`config.mk`:
```
export PLATFORM = sky130hd
export DESIGN_NAME = imm_gen_pipe
export DESIGN_NICKNAME = d
export VERILOG_FILES = /design/src/rtl/imm_pkg.sv /design/src/rtl/imm_decode_comb.sv /design/src/rtl/imm_gen_pipe.sv
export SDC_FILE = /design/constraint.sdc
export NUM_CORES = 1
export LEC_CHECK = 0
export ABC_AREA = 1
export CAP_MARGIN = 20
export CORE_AREA = 2 2 127 129
export CTS_CLUSTER_DIAMETER = 120
export DETAILED_ROUTE_END_ITERATION = 10
export DIE_AREA = 0 0 129 131
export HOLD_SLACK_MARGIN = 0.15
export PLACE_DENSITY = 0.78
export SYNTH_ARGS = -nofsm -noshare
export SYNTH_HDL_FRONTEND = slang
export SYNTH_HIERARCHICAL = 1
export SYNTH_SLANG_ARGS = --single-unit
```
`constraint.sdc`:
```
create_clock -name clk -period 3.9 [get_ports clk]
set_input_delay 0.39 -clock clk [delete_from_list [all_inputs] [get_ports clk]]
set_output_delay 0.39 -clock clk [all_outputs]
set_load 0.1 [all_outputs]
```
`src/rtl/imm_pkg.sv`:
```
// Shared opcode constants, format codes and payload types for the immediate generator.
// The IMM_GEN_ANDI_ZEXT_EN build option is consumed by imm_decode_comb.
package imm_pkg;

    localparam int unsigned INSTR_W = 32;
    localparam int unsigned OPC_W   = 7;
    localparam int unsigned F3_W    = 3;
    localparam int unsigned FMT_W   = 3;
    localparam int unsigned CNT_W   = 16;

    localparam logic [OPC_W-1:0] OPC_LOAD   = 7'b0000011;
    localparam logic [OPC_W-1:0] OPC_OP_IMM = 7'b0010011;
    localparam logic [OPC_W-1:0] OPC_JALR   = 7'b1100111;
    localparam logic [OPC_W-1:0] OPC_STORE  = 7'b0100011;
    localparam logic [OPC_W-1:0] OPC_BRANCH = 7'b1100011;
    localparam logic [OPC_W-1:0] OPC_LUI    = 7'b0110111;
    localparam logic [OPC_W-1:0] OPC_AUIPC  = 7'b0010111;
    localparam logic [OPC_W-1:0] OPC_JAL    = 7'b1101111;
    localparam logic [OPC_W-1:0] OPC_OP     = 7'b0110011;

    localparam logic [F3_W-1:0] F3_SLLI = 3'b001;
    localparam logic [F3_W-1:0] F3_SRXI = 3'b101;
    localparam logic [F3_W-1:0] F3_ANDI = 3'b111;

    typedef enum logic [FMT_W-1:0] {
        FMT_R   = 3'd0,
        FMT_I   = 3'd1,
        FMT_S   = 3'd2,
        FMT_B   = 3'd3,
        FMT_U   = 3'd4,
        FMT_J   = 3'd5,
        FMT_ILL = 3'd7
    } imm_fmt_e;

    // Per-entry decode metadata carried alongside the immediate and tag.
    typedef struct packed {
        imm_fmt_e fmt;
        logic     illegal;
    } imm_meta_t;

endpackage

```
`src/rtl/imm_decode_comb.sv`:
```
// Pure combinational opcode decode and immediate extraction, sign-extended to XLEN.
// IMM_GEN_ANDI_ZEXT_EN: when defined, ANDI immediates are zero-extended.
module imm_decode_comb
    import imm_pkg::*;
#(
    parameter int unsigned XLEN = 32
) (
    input  logic [INSTR_W-1:0] instr,
    output logic [XLEN-1:0]    imm,
    output imm_fmt_e           fmt,
    output logic               illegal
);

    logic [OPC_W-1:0] opcode;
    logic [F3_W-1:0]  funct3;
    logic [XLEN-1:0]  imm_i;
    logic [XLEN-1:0]  imm_s;
    logic [XLEN-1:0]  imm_b;
    logic [XLEN-1:0]  imm_u;
    logic [XLEN-1:0]  imm_j;
    logic [XLEN-1:0]  imm_shamt;
    logic [XLEN-1:0]  imm_andi;

    assign opcode = instr[6:0];
    assign funct3 = instr[14:12];

    assign imm_i = XLEN'($signed(instr[31:20]));
    assign imm_s = XLEN'($signed({instr[31:25], instr[11:7]}));
    assign imm_b = XLEN'($signed({instr[31], instr[7], instr[30:25], instr[11:8], 1'b0}));
    assign imm_u = XLEN'($signed({instr[31:12], 12'b0}));
    assign imm_j = XLEN'($signed({instr[31], instr[19:12], instr[20], instr[30:21], 1'b0}));

    // RV64 shifts carry a 6-bit shamt, RV32 only 5 bits.
    generate
        if (XLEN == 64) begin : g_shamt64
            assign imm_shamt = XLEN'(instr[25:20]);
        end else begin : g_shamt32
            assign imm_shamt = XLEN'(instr[24:20]);
        end
    endgenerate

`ifdef IMM_GEN_ANDI_ZEXT_EN
    assign imm_andi = XLEN'(instr[31:20]);
`else
    assign imm_andi = imm_i;
`endif

    always_comb begin
        imm     = '0;
        fmt     = FMT_ILL;
        illegal = 1'b0;
        case (opcode)
            OPC_LOAD, OPC_JALR: begin
                fmt = FMT_I;
                imm = imm_i;
            end
            OPC_OP_IMM: begin
                fmt = FMT_I;
                if ((funct3 == F3_SLLI) || (funct3 == F3_SRXI)) begin
                    imm = imm_shamt;
                end else if (funct3 == F3_ANDI) begin
                    imm = imm_andi;
                end else begin
                    imm = imm_i;
                end
            end
            OPC_STORE: begin
                fmt = FMT_S;
                imm = imm_s;
            end
            OPC_BRANCH: begin
                fmt = FMT_B;
                imm = imm_b;
            end
            OPC_LUI, OPC_AUIPC: begin
                fmt = FMT_U;
                imm = imm_u;
            end
            OPC_JAL: begin
                fmt = FMT_J;
                imm = imm_j;
            end
            OPC_OP: begin
                fmt = FMT_R;
            end
            default: begin
                fmt     = FMT_ILL;
                illegal = 1'b1;
            end
        endcase
    end

endmodule

```
`src/rtl/imm_gen_pipe.sv`:
```
// Latency-1 immediate generator with an output register plus one skid entry.
// Decode lives in imm_decode_comb (IMM_GEN_ANDI_ZEXT_EN selects ANDI extension there).
module imm_gen_pipe
    import imm_pkg::*;
#(
    parameter int unsigned XLEN  = 32,
    parameter int unsigned TAG_W = 32
) (
    input  logic               clk,
    input  logic               rst_n,
    input  logic               flush,
    input  logic               in_valid,
    output logic               in_ready,
    input  logic [INSTR_W-1:0] in_instr,
    input  logic [TAG_W-1:0]   in_tag,
    output logic               out_valid,
    input  logic               out_ready,
    output logic [XLEN-1:0]    out_imm,
    output logic [FMT_W-1:0]   out_fmt,
    output logic               out_illegal,
    output logic [TAG_W-1:0]   out_tag,
    output logic [CNT_W-1:0]   illegal_cnt
);

    logic [XLEN-1:0]  dec_imm;
    imm_fmt_e         dec_fmt;
    logic             dec_illegal;
    imm_meta_t        dec_meta;

    logic             out_valid_q;
    logic [XLEN-1:0]  out_imm_q;
    imm_meta_t        out_meta_q;
    logic [TAG_W-1:0] out_tag_q;

    logic             skid_valid_q;
    logic [XLEN-1:0]  skid_imm_q;
    imm_meta_t        skid_meta_q;
    logic [TAG_W-1:0] skid_tag_q;

    logic             in_ready_q;
    logic [CNT_W-1:0] cnt_q;

    logic             accept;
    logic             drain;
    logic             out_valid_d;
    logic             skid_valid_d;
    logic             load_out;
    logic             out_from_skid;
    logic             load_skid;

    imm_decode_comb #(
        .XLEN (XLEN)
    ) u_decode (
        .instr   (in_instr),
        .imm     (dec_imm),
        .fmt     (dec_fmt),
        .illegal (dec_illegal)
    );

    assign dec_meta.fmt     = dec_fmt;
    assign dec_meta.illegal = dec_illegal;

    assign accept = in_valid && in_ready_q && !flush;
    assign drain  = out_valid_q && out_ready;

    // Occupancy control: skid drains first, new entries bypass into the output register when it frees.
    always_comb begin
        out_valid_d   = out_valid_q;
        skid_valid_d  = skid_valid_q;
        load_out      = 1'b0;
        out_from_skid = 1'b0;
        load_skid     = 1'b0;
        if (flush) begin
            out_valid_d  = 1'b0;
            skid_valid_d = 1'b0;
        end else if (skid_valid_q) begin
            if (drain) begin
                load_out      = 1'b1;
                out_from_skid = 1'b1;
                skid_valid_d  = 1'b0;
            end
        end else if (accept) begin
            if (!out_valid_q || drain) begin
                load_out    = 1'b1;
                out_valid_d = 1'b1;
            end else begin
                load_skid    = 1'b1;
                skid_valid_d = 1'b1;
            end
        end else if (drain) begin
            out_valid_d = 1'b0;
        end
    end

    // in_ready comes out of reset low and tracks !skid_valid from the first edge on.
    always_ff @(posedge clk or negedge rst_n) begin
        if (!rst_n) begin
            out_valid_q  <= 1'b0;
            skid_valid_q <= 1'b0;
            in_ready_q   <= 1'b0;
        end else begin
            out_valid_q  <= out_valid_d;
            skid_valid_q <= skid_valid_d;
            in_ready_q   <= !skid_valid_d;
        end
    end

    always_ff @(posedge clk or negedge rst_n) begin
        if (!rst_n) begin
            out_imm_q  <= '0;
            out_meta_q <= '0;
            out_tag_q  <= '0;
        end else if (load_out) begin
            out_imm_q  <= out_from_skid ? skid_imm_q  : dec_imm;
            out_meta_q <= out_from_skid ? skid_meta_q : dec_meta;
            out_tag_q  <= out_from_skid ? skid_tag_q  : in_tag;
        end
    end

    always_ff @(posedge clk or negedge rst_n) begin
        if (!rst_n) begin
            skid_imm_q  <= '0;
            skid_meta_q <= '0;
            skid_tag_q  <= '0;
        end else if (load_skid) begin
            skid_imm_q  <= dec_imm;
            skid_meta_q <= dec_meta;
            skid_tag_q  <= in_tag;
        end
    end

    // Saturating illegal counter; survives flush, cleared only by reset.
    always_ff @(posedge clk or negedge rst_n) begin
        if (!rst_n) begin
            cnt_q <= '0;
        end else if (accept && dec_illegal && (cnt_q != '1)) begin
            cnt_q <= cnt_q + CNT_W'(1);
        end
    end

    assign in_ready    = in_ready_q;
    assign out_valid   = out_valid_q;
    assign out_imm     = out_imm_q;
    assign out_fmt     = out_meta_q.fmt;
    assign out_illegal = out_meta_q.illegal;
    assign out_tag     = out_tag_q;
    assign illegal_cnt = cnt_q;

endmodule

```
==> impl_metrics.yaml, run 1 <==
global_route:
  grt_max_degree: 137
  grt_usage_pct: 21.9
  grt_antenna_before_repair: 0
  grt_pass1_vias: 6205
  grt_first_pass_wirelength_um: 29400
  grt-ovfl-total: 0
clock_tree:
  postCtsSetupBuffers: 0
  cts_sinks: 155
  cts_made_buffers: 17
  cts_buffer_depth: 2
  cts_tree: "built"
  h-tree-depth: 4
  clock_latency_ns: 0.42
  cts_root_buf: "clkbuf_16"
  cts_resized: 0
  clk_pin_slew_ns: 0.06
final_layout:
  layout.nets: 1207
  antenna-diode-count: 0
  n_fill_cell: 1368
  final_common_cell: "nor2_1"
  multiInputGateArea_mm2: 0.00316
  regArea_mm2: 0.00388
  syn2layout_area_growth_pct: 28.5
  layout-drive-gt1-share_pct: 6.09
  mostFrequentLayoutCells: "nor2_1 (212), nand2_1 (185), a21oi_1 (163), dfrtp_1 (155), clkdlybuf4s50_1 (153)"
logic_synthesis:
  synth.distinct_cells: 31
  avgSynthCellArea_um2: 7.69
  async_flop_share_pct: 100
  synth_ff_type: "dfrtp_1"
  ys_seq_area_share_pct: 50.0
  netlist_area_mm2: 0.00776
  synth_area_leader_cell: "dfrtp_1"
  synth_fp_nets: 1079
  yosys-top-cells-area: "dfrtp_1 (50%), a21oi_1 (11%), nor2_1 (10%)"
  synth_edf_count: 0
  ys_seq_elements: 155
  synth_top_area_share_pct: 50.0
  synth_cells: 1009
  synth_warnings: 6
detailed_routing:
  routed_wl_um: 18000
  initialDrtViolationCount: 452
  viasPerCell: 4.90
  drc: 0
  drtAntennaViolNets: 0
  dr.pass1.iters: 5
  num_vias: 6698
  wl_per_cell_um: 13.2
critical_path:
  crit_chain: "clkdlybuf4s50_1, inv_2, nand2_1, nor2_1, nand2_1, nand2_2, inv_1, nand3_1, inv_1, inv_1, nor3_4, a21boi_2, nand2_1, nand2_1"
  worst-path-buf-inv: 5
  cp_top_family: "simple AND/OR/NAND/NOR gates"
  critPathMaxFanout: 14
  crit_path_end_kind: "register"
  cpPeakStageDelay_ns: 0.55
  crit_top_cell: "nand2_1"
  worstPathArrival_ns: 3.12
  critical_path_required_ns: 4.26
  crit_start: "in_instr[3]"
  reg2reg_from: "in_ready"
  rrSetupSlack_ns: 1.79
  rr_worst_depth: 6
  worstReg2RegEnd: "skid_imm_q[10]"
  path_class: "primary input to register"
  start_kind: "primary input"
  cp_slowest_cell: "a21boi_2"
timing:
  min_period_over_period_pct: 70.9
  setup_viol: 0
  max_slew_margin_pct: 32.0
  skew_ns: 0.00569
  slew_viol_final: 0
  fmax_mhz: 362
  worst_pin_slew_ns: 1.02
  fin_crit_ns: 2.76
  setup_tns_ns: 0
  worst_slack_ns: 1.14
  rsz0062_at_grt: "no"
  hold_viol: 0
floorplan:
  dieWidth_um: 129
  die_h_um: 131
  die-area_mm2: 0.0169
  core_area_mm2: 0.0156
  pin_count: 155
  rows: 46
  start_util_pct: 49.8
pwr:
  powerDensity_mw_per_mm2: 615
  ir_drop_mv: 0.413
  pwr-share-comb_pct: 36.9
  p_leak_uw: 0.00491
  netSwitchingFraction_pct: 41.7
  netSwitchingPower_uw: 2560
  sequentialPowerShare_pct: 35.7
  clkPwrFrac_pct: 27.4
  internal_power_uw: 3580
status:
  outcome: "finished, final reports clean"
placement:
  routabilityCongestion: 0.854
  hpwl_um: 12000
  port_buffers: 154
  dp_slack_ns: 0.744
worst_hold_path:
  hp-class: "primary input to async pin"
run:
  cap_violations: 0
==> worst register-to-register path, cell delays in order, from the launching register on <==
cell,delay (ns)
dfrtp_1,0.35
nand2_1,0.11
nor2_1,0.22
nand3_4,0.59
buf_4,0.51
nor2_1,0.15
a21oi_1,0.06
==> flip-flops by register name (all words and copies together), names as in the netlist <==
| register | count |
|---|---|
| out_tag | 32 |
| skid_valid_q | 1 |
| out_illegal | 1 |
| skid_imm_q | 32 |
| in_ready | 1 |
| skid_meta_q | 4 |
| out_valid | 1 |
| out_fmt | 3 |
| illegal_cnt | 16 |
| skid_tag_q | 32 |
| out_imm | 32 |
==> kinds of logic (layout without fill, tap and decap cells) <==
group	count (synthesis)	count (layout)	share of synthesized area, %
AOI/OAI and AO/OA	243	243	16.2
buffers and inverters	161	302	9.59
xor gates and xnor gates	7	7	0.790
DFF	155	155	50.0
and+or+nand+nor	442	442	23.3
adders and majority gates	1	1	0.161
==> layout make-up <==
cell class / count / area share, %
multi-input cells: 693 / 31.7
flip-flops and latches: 155 / 38.9
repair buffers: 162 / 16.7
inverters: 108 / 4.07
clock buffers: 22 / 4.56
well taps: 216 / 2.71
clock inverters: 10 / 1.43
==> what timing repair did <==
item,CTS,global route
hold buffers,1,0
endpoints found under the setup margin,0,0
endpoints found under the hold margin,9,0
==> routing by layer <==
| metal | part of all wire [%] | track usage [%] |
|---|---|---|
| met4 | 2.2 | 8.12 |
| met5 | 0 | 0 |
| met3 | 4.4 | 4.48 |
| met1 | 45 | 29.5 |
| met2 | 48 | 35.4 |
==> power groups by stage <==
stage	Clock, uW	Sequential (uW)	Combinational, uW
3_3_place_gp	0	2200	2240
6_report	1680	2190	2260
5_1_grt	1780	2230	2400
2_1_floorplan	0	3410	470
4_1_cts	1710	2190	2280
3_5_place_dp	0	2210	2270
==> cells in the mapped netlist (2+ instances only) <==
library cell / number
buf_2: 23
nand2_2: 10
nor2_4: 4
buf_1: 6
xnor2_1: 4
o21ai_1: 5
inv_2: 5
clkbuf_1: 6
xor2_1: 3
nand3b_1: 2
a21oi_1: 163
o21ai_0: 67
buf_6: 10
nand2_4: 5
nor2_2: 2
nand4_1: 5
dfrtp_1: 155
buf_4: 7
inv_1: 103
nand2_1: 185
nor2_1: 212
o21ai_2: 4
nand3_1: 15
==> worst max path at each step <==
stage                           endpoint  cells after the start  slack (ns)
final                     illegal_cnt[7]                     14        1.14
after global routing      illegal_cnt[7]                     14        0.88
after CTS                 illegal_cnt[7]                     14        1.18
after detailed placement  illegal_cnt[7]                     14        0.74
after global placement    illegal_cnt[2]                     14        0.84
after floorplan           illegal_cnt[9]                     10        1.68
==> through the flow <==
| step | instance area, um2 | utilization (%) | hold WS, ns | instances | power, uW |
|---|---|---|---|---|---|
| 5_1_grt | 9970 | 63.9 | 0.325 | 1366 | 6410 |
| 3_3_place_gp | 9340 | 59.9 | 0.462 | 1332 | 4440 |
| 4_1_cts | 9940 | 63.7 | 0.484 | 1365 | 6170 |
| 2_1_floorplan | 7760 | - | 0.0944 | 1009 | 3880 |
| 3_5_place_dp | 9340 | 59.9 | 0.468 | 1332 | 4480 |
| 6_report | 9970 | 63.9 | 0.331 | 1366 | 6130 |
No activity file was read; power rests on OpenSTA's default activity.
==> inputs of run 2 (changes only) <==
clock period = 2.6 ns   (was 3.9 ns; I/O delays follow)
==> impl_metrics.yaml, run 2 (synthesis gave the netlist of run 1 again) <==
status:
  outcome: "finished, final reports clean"
critical_path:
  crit_path_end_kind: "register"
  crit_top_cell: "inv_1"
  path_class: "primary input to register"
  critical_path_required_ns: 2.91
  cp_top_family: "buffers and inverters"
  worstPathArrival_ns: 2.32
  crit_chain: "clkdlybuf4s50_1, nand2_2, nor2_4, nand2_4, nand2_2, inv_1, nand3_1, inv_1, inv_1, nor3_4, a21boi_2, buf_4, nand2_1, nand2_1"
  critPathMaxFanout: 13
  cpPeakStageDelay_ns: 0.56
  crit_start: "in_instr[5]"
  reg2reg_from: "in_ready"
  start_kind: "primary input"
  worst-path-buf-inv: 5
  cp_slowest_cell: "clkdlybuf4s50_1"
clock_tree:
  cts_made_buffers: 17
  clock_latency_ns: 0.42
  h-tree-depth: 4
  cts_tree: "built"
  postCtsSetupBuffers: 0
  cts_buffer_depth: 2
  clk_pin_slew_ns: 0.06
  cts_root_buf: "clkbuf_16"
  cts_sinks: 155
detailed_routing:
  drtAntennaViolNets: 0
  routed_wl_um: 17500
  num_vias: 6702
  initialDrtViolationCount: 472
  drc: 0
  viasPerCell: 4.87
  dr.pass1.iters: 5
  wl_per_cell_um: 12.7
timing:
  min_period_over_period_pct: 77.4
  skew_ns: 0.00319
  setup_viol: 0
  fin_crit_ns: 2.01
  fmax_mhz: 497
  slew_viol_final: 0
  worst_pin_slew_ns: 0.569
  setup_tns_ns: 0
  max_slew_margin_pct: 62.1
  hold_viol: 0
  worst_slack_ns: 0.588
  holdWs_ns: 0.371
  rsz0062_at_grt: "no"
worst_hold_path:
  hp-class: "primary input to async pin"
final_layout:
  final_common_cell: "nor2_1"
  n_fill_cell: 1336
  stdcell_count: 1377
  mostFrequentLayoutCells: "nor2_1 (212), nand2_1 (185), a21oi_1 (163), dfrtp_1 (155), inv_1 (103)"
  regArea_mm2: 0.00388
  layout-drive-gt1-share_pct: 14.6
  syn2layout_area_growth_pct: 27.6
  antenna-diode-count: 0
  layout.nets: 1218
  multiInputGateArea_mm2: 0.00316
floorplan:
  pin_count: 155
  core_area_mm2: 0.0156
  die_h_um: 131
  die-area_mm2: 0.0169
  start_util_pct: 49.8
  rows: 46
  dieWidth_um: 129
placement:
  hpwl_um: 12200
  routabilityCongestion: 0.911
  port_buffers: 154
  dp_slack_ns: 0.178
  place_inst: 1344
pwr:
  ir_drop_mv: 0.646
  p_leak_uw: 0.00509
  powerDensity_mw_per_mm2: 943
  fin_total_pwr_uw: 9340
global_route:
  grt_antenna_before_repair: 0
  grt_usage_pct: 21.3
  grt-ovfl-total: 0
  grt_first_pass_wirelength_um: 28800
  grt_pass1_vias: 6208
  grt_max_degree: 99
run:
  cap_violations: 0
## run 2: cell type report
cell class / count / area share [%]
flip-flops and latches: 155 / 39.2
multi-input cells: 693 / 31.9
repair buffers: 173 / 15.5
clock buffers: 21 / 4.75
inverters: 108 / 4.09
well taps: 216 / 2.73
clock inverters: 11 / 1.91
## run 2: timing repair
item,in CTS,in global routing
endpoints found under the hold margin,58,0
hold buffers,1,0
gates resized for setup,0,0
## run 2: per-layer routing
metal / up-vias / GRT usage [%] / share of wire (%)
met1: 3076 / 29.1 / 46
met3: 29 / 4.23 / 3.9
met2: 131 / 33.6 / 48
met4: 0 / 8.89 / 2.3
li1: 3466 / - / -
met5: - / 0 / 0
## run 2: report_power, final
group | internal (uW) | switching (uW) | total, uW
sequential | 2990 | 290 | 3280
combinational | 748 | 2560 | 3310
clock | 1780 | 973 | 2750
total | 5520 | 3820 | 9340
## run 2: path summary, 6_finish.rpt
kind	cells past startpoint	to	slack (ns)
hold reg to reg	2	skid_tag_q[0]	0.48
setup / recovery	14	illegal_cnt[10]	0.59
min in group clk	3	skid_tag_q[18]	0.42
setup reg to reg	6	skid_imm_q[20]	0.85
max in group asynchronous	3	skid_tag_q[16]	1.43
hold / removal	2	out_imm[5]	0.37
## run 2: metrics by stage
stage	area, um2	util [%]
6_report	9900	63.5
5_1_grt	9900	63.5
2_1_floorplan	7760	-
3_3_place_gp	9240	59.2
3_5_place_dp	9240	59.2
4_1_cts	9900	63.5
